<file path="config.mk">
export PLATFORM = sky130hd
export DESIGN_NAME = uart_frame_parser_flat
export DESIGN_NICKNAME = d
export VERILOG_FILES = /design/src/rtl/uart_frame_parser_if.sv /design/src/rtl/uart_frame_parser.sv /design/src/flat_wrapper.sv
export SDC_FILE = /design/constraint.sdc
export NUM_CORES = 1
export LEC_CHECK = 0
export ABC_AREA = 1
export ABC_CLOCK_PERIOD_IN_PS = 2500
export BUFFER_PORTS_ARGS = -buffer_cell sky130_fd_sc_hd__buf_2
export CORE_ASPECT_RATIO = 0.6
export CORE_MARGIN = 2
export CORE_UTILIZATION = 45
export DETAILED_ROUTE_END_ITERATION = 6
export HOLD_SLACK_MARGIN = 0.03
export PLACE_DENSITY_LB_ADDON = 0.25
export SYNTH_ARGS = -nofsm -noshare
export SYNTH_HDL_FRONTEND = slang
export SYNTH_SLANG_ARGS = --single-unit
</file>
<file path="constraint.sdc">
create_clock -name clk -period 2.5 [get_ports clk]
set_input_delay 0.25 -clock clk [delete_from_list [all_inputs] [get_ports clk]]
set_output_delay 0.25 -clock clk [all_outputs]
set_load 0.005 [all_outputs]
</file>
<file path="src/rtl/uart_frame_parser_if.sv">
`default_nettype none
// ============================================================================
// Module   : uart_frame_parser_if
// Brief    : Byte-in / payload-out bundle between the UART receiver side,
//            the frame parser and the downstream payload consumer.
// Revision : 1.0 - initial release
// ============================================================================
interface uart_frame_parser_if;
    logic [7:0] data;
    logic       rx_recieved;
    logic [7:0] out_data;
    logic       out_valid;
    logic       out_ready;
    logic       out_last;
    logic       frame_ok;
    logic       frame_err;
    logic [1:0] err_code;
    logic       busy;

    modport master (
        output data, rx_recieved, out_ready,
        input  out_data, out_valid, out_last, frame_ok, frame_err, err_code, busy
    );

    modport slave (
        input  data, rx_recieved, out_ready,
        output out_data, out_valid, out_last, frame_ok, frame_err, err_code, busy
    );
endinterface
`default_nettype wire

</file>
<file path="src/rtl/uart_frame_parser.sv">
`default_nettype none
// ============================================================================
// Module   : uart_frame_parser
// Brief    : Parses SOF/LEN/payload/CSUM frames from a UART byte strobe and
//            replays a checksum-verified payload over a valid/ready stream.
// Revision : 1.0 - initial release
// ============================================================================
module uart_frame_parser #(
    parameter logic [7:0] SOF     = 8'hA5,
    parameter int         MAX_LEN = 16,
    parameter int         TIMEOUT = 21700
) (
    input  logic               clk,
    input  logic               rst,
    uart_frame_parser_if.slave bus
);

    localparam int IDX_W  = (MAX_LEN > 1) ? $clog2(MAX_LEN) : 1;
    localparam int DEPTH  = 1 << IDX_W;
    localparam int IDLE_W = $clog2(TIMEOUT + 1);
    localparam logic [IDLE_W-1:0] IDLE_LAST = IDLE_W'(TIMEOUT - 1);

    localparam logic [1:0] ERR_TIMEOUT = 2'b00;
    localparam logic [1:0] ERR_LEN     = 2'b01;
    localparam logic [1:0] ERR_CSUM    = 2'b10;
    localparam logic [1:0] ERR_OVERRUN = 2'b11;

    typedef enum logic [2:0] {
        WAIT_SOF    = 3'd0,
        GET_LEN     = 3'd1,
        GET_PAYLOAD = 3'd2,
        GET_CSUM    = 3'd3,
        DRAIN       = 3'd4
    } state_t;

    state_t            state_q;
    logic [IDX_W-1:0]  idx_q;
    logic [IDX_W-1:0]  rd_idx_q;
    logic [IDX_W-1:0]  rd_idx_d;
    logic [IDX_W-1:0]  len_m1_q;
    logic [7:0]        csum_q;
    logic [IDLE_W-1:0] idle_q;
    logic [7:0]        buf_q [DEPTH];

    logic [7:0]        out_data_q;
    logic              out_valid_q;
    logic              out_last_q;
    logic              frame_ok_q;
    logic              frame_err_q;
    logic [1:0]        err_code_q;

    logic              w_collecting;
    logic              w_timeout;
    logic              w_buf_we;

    assign w_collecting = (state_q == GET_LEN) || (state_q == GET_PAYLOAD) ||
                          (state_q == GET_CSUM);
    // A strobe landing on the expiry cycle takes priority over the abort
    assign w_timeout    = w_collecting && !bus.rx_recieved && (idle_q == IDLE_LAST);
    assign w_buf_we     = !rst && (state_q == GET_PAYLOAD) && bus.rx_recieved;
    assign rd_idx_d     = rd_idx_q + IDX_W'(1);

    always_ff @(posedge clk) begin
        if (w_buf_we) begin
            buf_q[idx_q] <= bus.data;
        end
    end

    always_ff @(posedge clk) begin
        if (rst) begin
            state_q     <= WAIT_SOF;
            idx_q       <= '0;
            rd_idx_q    <= '0;
            len_m1_q    <= '0;
            csum_q      <= '0;
            idle_q      <= '0;
            out_data_q  <= '0;
            out_valid_q <= 1'b0;
            out_last_q  <= 1'b0;
            frame_ok_q  <= 1'b0;
            frame_err_q <= 1'b0;
            err_code_q  <= 2'b00;
        end else begin
            frame_ok_q  <= 1'b0;
            frame_err_q <= 1'b0;
            err_code_q  <= 2'b00;

            if (w_collecting && !bus.rx_recieved) begin
                idle_q <= idle_q + IDLE_W'(1);
            end else begin
                idle_q <= '0;
            end

            if (w_timeout) begin
                frame_err_q <= 1'b1;
                err_code_q  <= ERR_TIMEOUT;
                state_q     <= WAIT_SOF;
            end else begin
                case (state_q)
                    WAIT_SOF: begin
                        if (bus.rx_recieved && (bus.data == SOF)) begin
                            state_q <= GET_LEN;
                        end
                    end
                    GET_LEN: begin
                        if (bus.rx_recieved) begin
                            if ((bus.data == 8'd0) || (bus.data > 8'(MAX_LEN))) begin
                                frame_err_q <= 1'b1;
                                err_code_q  <= ERR_LEN;
                                state_q     <= WAIT_SOF;
                            end else begin
                                len_m1_q <= IDX_W'(bus.data - 8'd1);
                                csum_q   <= bus.data;
                                idx_q    <= '0;
                                state_q  <= GET_PAYLOAD;
                            end
                        end
                    end
                    GET_PAYLOAD: begin
                        if (bus.rx_recieved) begin
                            csum_q <= csum_q ^ bus.data;
                            if (idx_q == len_m1_q) begin
                                state_q <= GET_CSUM;
                            end else begin
                                idx_q <= idx_q + IDX_W'(1);
                            end
                        end
                    end
                    GET_CSUM: begin
                        if (bus.rx_recieved) begin
                            if (bus.data == csum_q) begin
                                frame_ok_q  <= 1'b1;
                                rd_idx_q    <= '0;
                                out_valid_q <= 1'b1;
                                out_data_q  <= buf_q[0];
                                out_last_q  <= (len_m1_q == '0);
                                state_q     <= DRAIN;
                            end else begin
                                frame_err_q <= 1'b1;
                                err_code_q  <= ERR_CSUM;
                                state_q     <= WAIT_SOF;
                            end
                        end
                    end
                    DRAIN: begin
                        // Incoming bytes cannot be buffered while replaying
                        if (bus.rx_recieved) begin
                            frame_err_q <= 1'b1;
                            err_code_q  <= ERR_OVERRUN;
                        end
                        if (bus.out_ready) begin
                            if (out_last_q) begin
                                out_valid_q <= 1'b0;
                                out_data_q  <= '0;
                                out_last_q  <= 1'b0;
                                state_q     <= WAIT_SOF;
                            end else begin
                                rd_idx_q   <= rd_idx_d;
                                out_data_q <= buf_q[rd_idx_d];
                                out_last_q <= (rd_idx_d == len_m1_q);
                            end
                        end
                    end
                    default: begin
                        state_q <= WAIT_SOF;
                    end
                endcase
            end
        end
    end

    assign bus.out_data  = out_data_q;
    assign bus.out_valid = out_valid_q;
    assign bus.out_last  = out_last_q;
    assign bus.frame_ok  = frame_ok_q;
    assign bus.frame_err = frame_err_q;
    assign bus.err_code  = err_code_q;
    assign bus.busy      = (state_q != WAIT_SOF);

endmodule
`default_nettype wire

</file>
<file path="src/flat_wrapper.sv">
// flat-port wrapper written by rule: the top's interface ports become plain ports
module uart_frame_parser_flat 
#(
    parameter logic [7:0] SOF     = 8'hA5,
    parameter int         MAX_LEN = 16,
    parameter int         TIMEOUT = 21700
)
  (clk, rst, bus_data, bus_rx_recieved, bus_out_ready, bus_out_data, bus_out_valid, bus_out_last, bus_frame_ok, bus_frame_err, bus_err_code, bus_busy);
  uart_frame_parser_if bus_i ();
  input  logic clk;
  input  logic rst;
  input wire logic [$bits(bus_i.data)-1:0] bus_data;
  input wire logic [$bits(bus_i.rx_recieved)-1:0] bus_rx_recieved;
  input wire logic [$bits(bus_i.out_ready)-1:0] bus_out_ready;
  output wire logic [$bits(bus_i.out_data)-1:0] bus_out_data;
  output wire logic [$bits(bus_i.out_valid)-1:0] bus_out_valid;
  output wire logic [$bits(bus_i.out_last)-1:0] bus_out_last;
  output wire logic [$bits(bus_i.frame_ok)-1:0] bus_frame_ok;
  output wire logic [$bits(bus_i.frame_err)-1:0] bus_frame_err;
  output wire logic [$bits(bus_i.err_code)-1:0] bus_err_code;
  output wire logic [$bits(bus_i.busy)-1:0] bus_busy;
  assign bus_i.data = bus_data;
  assign bus_i.rx_recieved = bus_rx_recieved;
  assign bus_i.out_ready = bus_out_ready;
  assign bus_out_data = bus_i.out_data;
  assign bus_out_valid = bus_i.out_valid;
  assign bus_out_last = bus_i.out_last;
  assign bus_frame_ok = bus_i.frame_ok;
  assign bus_frame_err = bus_i.frame_err;
  assign bus_err_code = bus_i.err_code;
  assign bus_busy = bus_i.busy;
  uart_frame_parser #(.SOF(SOF), .MAX_LEN(MAX_LEN), .TIMEOUT(TIMEOUT)) u_core (.clk(clk), .rst(rst), .bus(bus_i));
endmodule
</file>
==> results of run 1 <==
## worst max-delay path, stage by stage (launching register included)
cell and delay (ns):
dfxtp_1 0.36, inv_2 0.08, nand2_1 0.07, nor2_2 0.20, nand2_1 0.10, nor2_1 0.24, nand2_1 0.22, nor2_1 0.60
## cells by family (layout without fill, tap and decap cells)
kind of cell,count (synthesis),after routing,share of synthesized area [%]
AND/OR/NAND/NOR,449,449,23.3
adder cells (fa/ha/maj),8,8,1.23
XOR/XNOR,12,12,1.71
buffers and inverters,101,162,5.23
AO/OA/AOI/OAI,135,135,8.46
flip-flops,180,180,60.1
## state kept, by name (all words and copies together), names as in the netlist
register and flops:
u_core.csum_q 8, u_core.idle_q 15, u_core.rd_idx_q 4, u_core.bus.out_data 8, u_core.bus.err_code 2, u_core.state_q 3
u_core.buf_q 128, u_core.bus.out_last 1, u_core.len_m1_q 4, u_core.bus.frame_ok 1, u_core.idx_q 4, u_core.bus.frame_err 1
u_core.bus.out_valid 1
## layout by cell type, fill, tap and decap left out, drive strengths merged
master    synthesis  layout
or2               2       2
nor2            195     195
o211ai            1       1
ha                8       8
clkinvlp          0       1
o21ai            92      92
nor3              7       7
inv              69      80
xor2              6       6
nand3            67      67
dfxtp            52      52
buf              17      60
edfxtp          128     128
clkbuf           13      17
nand2           156     156
a31oi             1       1
nor4              3       3
a21oi            39      39
nand4            18      18
xnor2             6       6
o21bai            2       2
nand3b            1       1
clkinv            1       4
## worst min-delay path by stage
stage,from,endpoint,slack (ns)
4_1_cts,rst,u_core.rd_idx_q[3],0.17
2_1_floorplan,bus_data[0],u_core.len_m1_q[0],0.34
5_1_grt,rst,u_core.rd_idx_q[1],0.19
3_3_place_gp,u_core.idle_q[0],u_core.idle_q[0],0.43
6_report,rst,u_core.bus.out_valid,0.20
3_5_place_dp,u_core.idle_q[0],u_core.idle_q[0],0.44
## layer usage
layer,up-vias,wire length [um],track usage [%]
li1,3071,-,-
met1,2970,10700,37.0
met2,250,8740,32.0
met3,20,2060,6.89
met4,0,232,5.80
met5,-,0,0
## area by class of cell
class                           count  share of cell area [%]
Sequential cell                   180                    52.9
Inverter                           70                    2.91
Multi-Input combinational cell    604                    30.6
Clock inverter                     15                    1.46
Timing Repair Buffer               60                    4.31
Tap cell                          240                    3.25
Clock buffer                       17                    4.61
## power breakdown
group          leakage [nW]  total [W]  internal (W)  switching (W)
sequential             1.57    0.00342       0.00331       0.000107
combinational          1.63    0.00205      0.000636        0.00142
clock                 0.276    0.00260       0.00132        0.00128
## metrics by stage
step / utilization, % / cell area, sq um
floorplan: - / 8130
global placement: 48.5 / 8670
detailed placement: 48.5 / 8670
CTS: 51.7 / 9240
global route: 51.7 / 9240
finish: 51.7 / 9240
==> flow_summary.json, run 1 <==
{
  "pwr_density_cell_nw_per_um2": 875,
  "setup_slack_ns": 0.252,
  "rrSetupSlack_ns": 0.25,
  "post_cts_hold_buffer_count": 0,
  "criticalPathCategory": "flip-flop to flip-flop",
  "initialDrtViolationCount": 891,
  "die_width_um": 178,
  "total_congestion_overflow": 0,
  "cts_tree": "yes",
  "number_of_placed_cells_counting_well_taps": 1154,
  "drive_above_1_share_pct": 13.6,
  "antenna_cells_inserted": 0,
  "vdd_drop_max_mv": 0.506,
  "via_count": 6311,
  "finClkSkew_ns": 0.00968,
  "die_area_sq_um": 19200,
  "summed_instance_area_of_the_synthesized_netlist_sq_um": 8130,
  "clk-insertion-delay-late_ns": 0.44,
  "post_cts_buffers": 0,
  "p_leak_nw": 3.48,
  "final_antenna_net_count": 0,
  "grt_pass1_vias": 5748,
  "via_per_inst": 5.32,
  "timing.hold.worst.class": "input port to flip-flop",
  "io_pins": 27,
  "synth_top_area_share_pct": 47.3,
  "final_net_count": 953,
  "clock-sinks": 180,
  "worstHoldPathCells": 3,
  "min_period_ns": 2.25,
  "initial_core_util_pct": 45.5,
  "min_period_over_period_pct": 89.9,
  "worst_setup_path_startpoint": "u_core.state_q[2]",
  "synth_top_cells_by_area": "edfxtp_1, dfxtp_1, nor2_1, nand2_1, nand3_1",
  "critical_path.reg2reg.endpoint": "u_core.buf_q[3][4]",
  "place_ws_ns": 0.300,
  "drcViolationCount": 0,
  "synth.ff_latch_count": 180,
  "post_drt_wl_per_cell_um": 18.3,
  "r2r_cells": 7,
  "cap_viol_max_count": 0,
  "max_clock_freq_mhz": 445,
  "synth_cell_type_count": 41,
  "syn_to_layout_area_delta_pct": 13.6,
  "fin_total_pwr_w": 0.00808,
  "worst_hold_slack_ns": 0.201,
  "gp_routability_congestion": 0.906,
  "total_area_of_multi_input_combinational_cells_sq_um": 2820,
  "ys_seq_area_share_pct": 60.1,
  "h-tree-depth": 4,
  "postSynth.topFlopCell": "edfxtp_1",
  "capture_point_of_the_worst_path": "u_core.buf_q[3][4]",
  "synthArstFlopShare_pct": 0,
  "postSynthCellCount": 885,
  "r2r-start": "u_core.state_q[2]",
  "std_cell_rows": 38,
  "synth_enable_flop_cells": 128,
  "non_filler_cells_in_the_finished_layout": 1186,
  "firstDrtPassIters": 5,
  "outcome": "completed",
  "grt_antenna_before_repair": 0,
  "fin_setup_tns_ns": 0,
  "sequential_cell_area_sq_um": 4890,
  "clock_tree.buffer_depth": 2,
  "synth_top_area_cell": "edfxtp_1",
  "critical_path_required_time_ns": 2.57,
  "grt_pass1_wl_mm": 33.4,
  "grt_util_all_layers_pct": 23.7,
  "clk_transition_reported_paths_ns": 0.08,
  "worst-path-max-fanout": 8,
  "core_area_sq_um": 17900,
  "fillCellCount": 1672,
  "cts_root_buf": "clkbuf_16",
  "report.final.hold_viol_count": 0,
  "port_buffers": 26,
  "unrepaired_setup_endpoints_after_global_routing": "false",
  "netlist_top_cells_count": "nor2_1, nand2_1, edfxtp_1",
  "slew_violations": 0,
  "endpoint_kind": "flip-flop",
  "post_cts.resized_instances": 0,
  "drt-total-wl_mm": 21.7,
  "worst_pin_slew_ns": 0.867,
  "worst_ep_arrival_time_ns": 2.31,
  "setup_viol": 0,
  "dp_hpwl_mm": 14.6,
  "ys.warnings.count": 0,
  "setup.worst_path.start_class": "flip-flop",
  "slew_headroom_pct": 41.9,
  "grt_start_max_net_pins": 41,
  "die_height_um": 108,
  "syn_area_per_cell_sq_um": 9.19,
  "yosys.cell_count.top_type": "nor2_1",
  "cts-buffers-inserted": 17,
  "synthesis.nets": 905
}
Power figures use the tool's default switching activity.
==> inputs of run 2 (changes only) <==
BUFFER_PORTS_ARGS = -buffer_cell sky130_fd_sc_hd__buf_4   (was -buffer_cell sky130_fd_sc_hd__buf_2)
==> flow_summary.json, run 2 (same netlist as run 1, synthesis figures left out) <==
{
  "fin_setup_tns_ns": 0,
  "post_cts_hold_buffer_count": 0,
  "drcViolationCount": 0,
  "outcome": "completed",
  "worst_hold_slack_ns": 0.0983,
  "wl_met3_mm": 1.84,
  "final_net_count": 948,
  "grt_start_max_net_pins": 68,
  "setup.worst_path.start_class": "flip-flop",
  "most_frequent_cells_in_the_layout": "nor2_1, nand2_1, edfxtp_1",
  "cap_viol_max_count": 0,
  "post_cts_buffers": 0,
  "via_count": 6302,
  "unrepaired_setup_endpoints_after_global_routing": "false",
  "critical_path_required_time_ns": 2.83,
  "die_width_um": 178,
  "route.top_layer_used": "met4",
  "die_height_um": 108,
  "largest_register_ffs": 128,
  "p_leak_nw": 3.48,
  "fin_total_pwr_w": 0.00817,
  "firstDrtPassIters": 5,
  "non_filler_cells_in_the_finished_layout": 1181,
  "grt_antenna_before_repair": 0,
  "drt-total-wl_mm": 21.3,
  "core_area_sq_um": 17900,
  "min_period_ns": 2.09,
  "via_per_inst": 5.34,
  "dp_hpwl_mm": 14.1,
  "cts_root_buf": "clkbuf_16",
  "endpoint_kind": "flip-flop",
  "m1WireLength_mm": 10.7,
  "syn_to_layout_area_delta_pct": 14.4,
  "grt_pass1_vias": 5598,
  "number_of_placed_cells_counting_well_taps": 1149,
  "grt_pass1_wl_mm": 32.9,
  "clk-insertion-delay-late_ns": 0.43,
  "clk_transition_reported_paths_ns": 0.08,
  "std_cell_rows": 38,
  "finClkSkew_ns": 0.0171,
  "post_cts.resized_instances": 0,
  "clock_tree.buffer_depth": 2,
  "die_area_sq_um": 19200,
  "h-tree-depth": 4,
  "layout.core_utilization_pct": 52.0,
  "criticalPathCategory": "flip-flop to flip-flop",
  "timing.hold.worst.class": "input port to flip-flop",
  "final_common_cell": "nor2_1",
  "initialDrtViolationCount": 775,
  "clock-sinks": 180,
  "reg_top3": "u_core.buf_q: 128 flops, u_core.idle_q: 15 flops",
  "wl_met2_mm": 8.66,
  "grt_util_all_layers_pct": 23.2,
  "max_clock_freq_mhz": 479,
  "final_antenna_net_count": 0,
  "report.final.hold_viol_count": 0,
  "initial_core_util_pct": 45.5,
  "cts_tree": "yes",
  "io_pins": 27,
  "drive_above_1_share_pct": 13.4,
  "setup_viol": 0,
  "vdd_drop_max_mv": 0.494,
  "worst_ep_arrival_time_ns": 2.41,
  "total_congestion_overflow": 0,
  "max_flop_register": "u_core.buf_q",
  "worst-path-max-fanout": 67,
  "antenna_cells_inserted": 0,
  "gp_routability_congestion": 0.906,
  "slew_headroom_pct": 53.1,
  "worst_pin_slew_ns": 0.700,
  "min_period_over_period_pct": 83.4,
  "port_buffers": 26,
  "post_drt_wl_per_cell_um": 18.1,
  "pwr_density_cell_nw_per_um2": 878,
  "slew_violations": 0,
  "cts-buffers-inserted": 17
}
## run 2: cell count changes in the layout (fill, tap and decap cells not counted), moves of 2 or more
cell,delta
buf_2,-26
buf_4,+21
clkinv_1,-2
clkinv_8,+3
## run 2: cell type report
cell class	instances	area, sq um
multi-input combinational	604	2820
inverter	70	269
sequential	180	4890
clock inverter	14	158
fill	1681	8580
clock buffer	18	439
tap	240	300
timing repair buffer	55	425
## run 2: final timing paths
check	startpoint	end	slack, ns	cells past startpoint
max	u_core.rd_idx_q[0]	u_core.bus.out_data[0]	0.41	9
min	rst	u_core.rd_idx_q[3]	0.1	2
max reg2reg	u_core.rd_idx_q[0]	u_core.bus.out_data[0]	0.41	9
min reg2reg	u_core.idle_q[0]	u_core.idle_q[0]	0.45	1
## run 2: routing by layer
layer  up-vias  GRT usage, %
li1       3069             -
met3        16          5.38
met4         0          5.27
met2       257          30.9
met1      2960          37.4
met5         -             0
## run 2: worst max-delay path, stage by stage, from the launching register on
cell and delay (ns):
dfxtp_2 0.36, buf_12 0.30, inv_2 0.07, buf_4 0.23
o21ai_0 0.52, nand3_1 0.16, nand3_1 0.13, a21oi_1 0.06
nor2_1 0.08, nor2_1 0.04
## run 2: per-stage QoR
stage	setup WS (ns)	area (sq um)
final	0.414	9300
after global routing	0.270	9300
after CTS	0.476	9300
after detailed placement	0.511	8700
after global placement	0.487	8700
after floorplan	0.757	8130
## run 2: power by group
part	switching [W]	total (W)	internal [W]
sequential	0.000108	0.00342	0.00331
combinational	0.00141	0.00207	0.000662
clock	0.00130	0.00268	0.00138
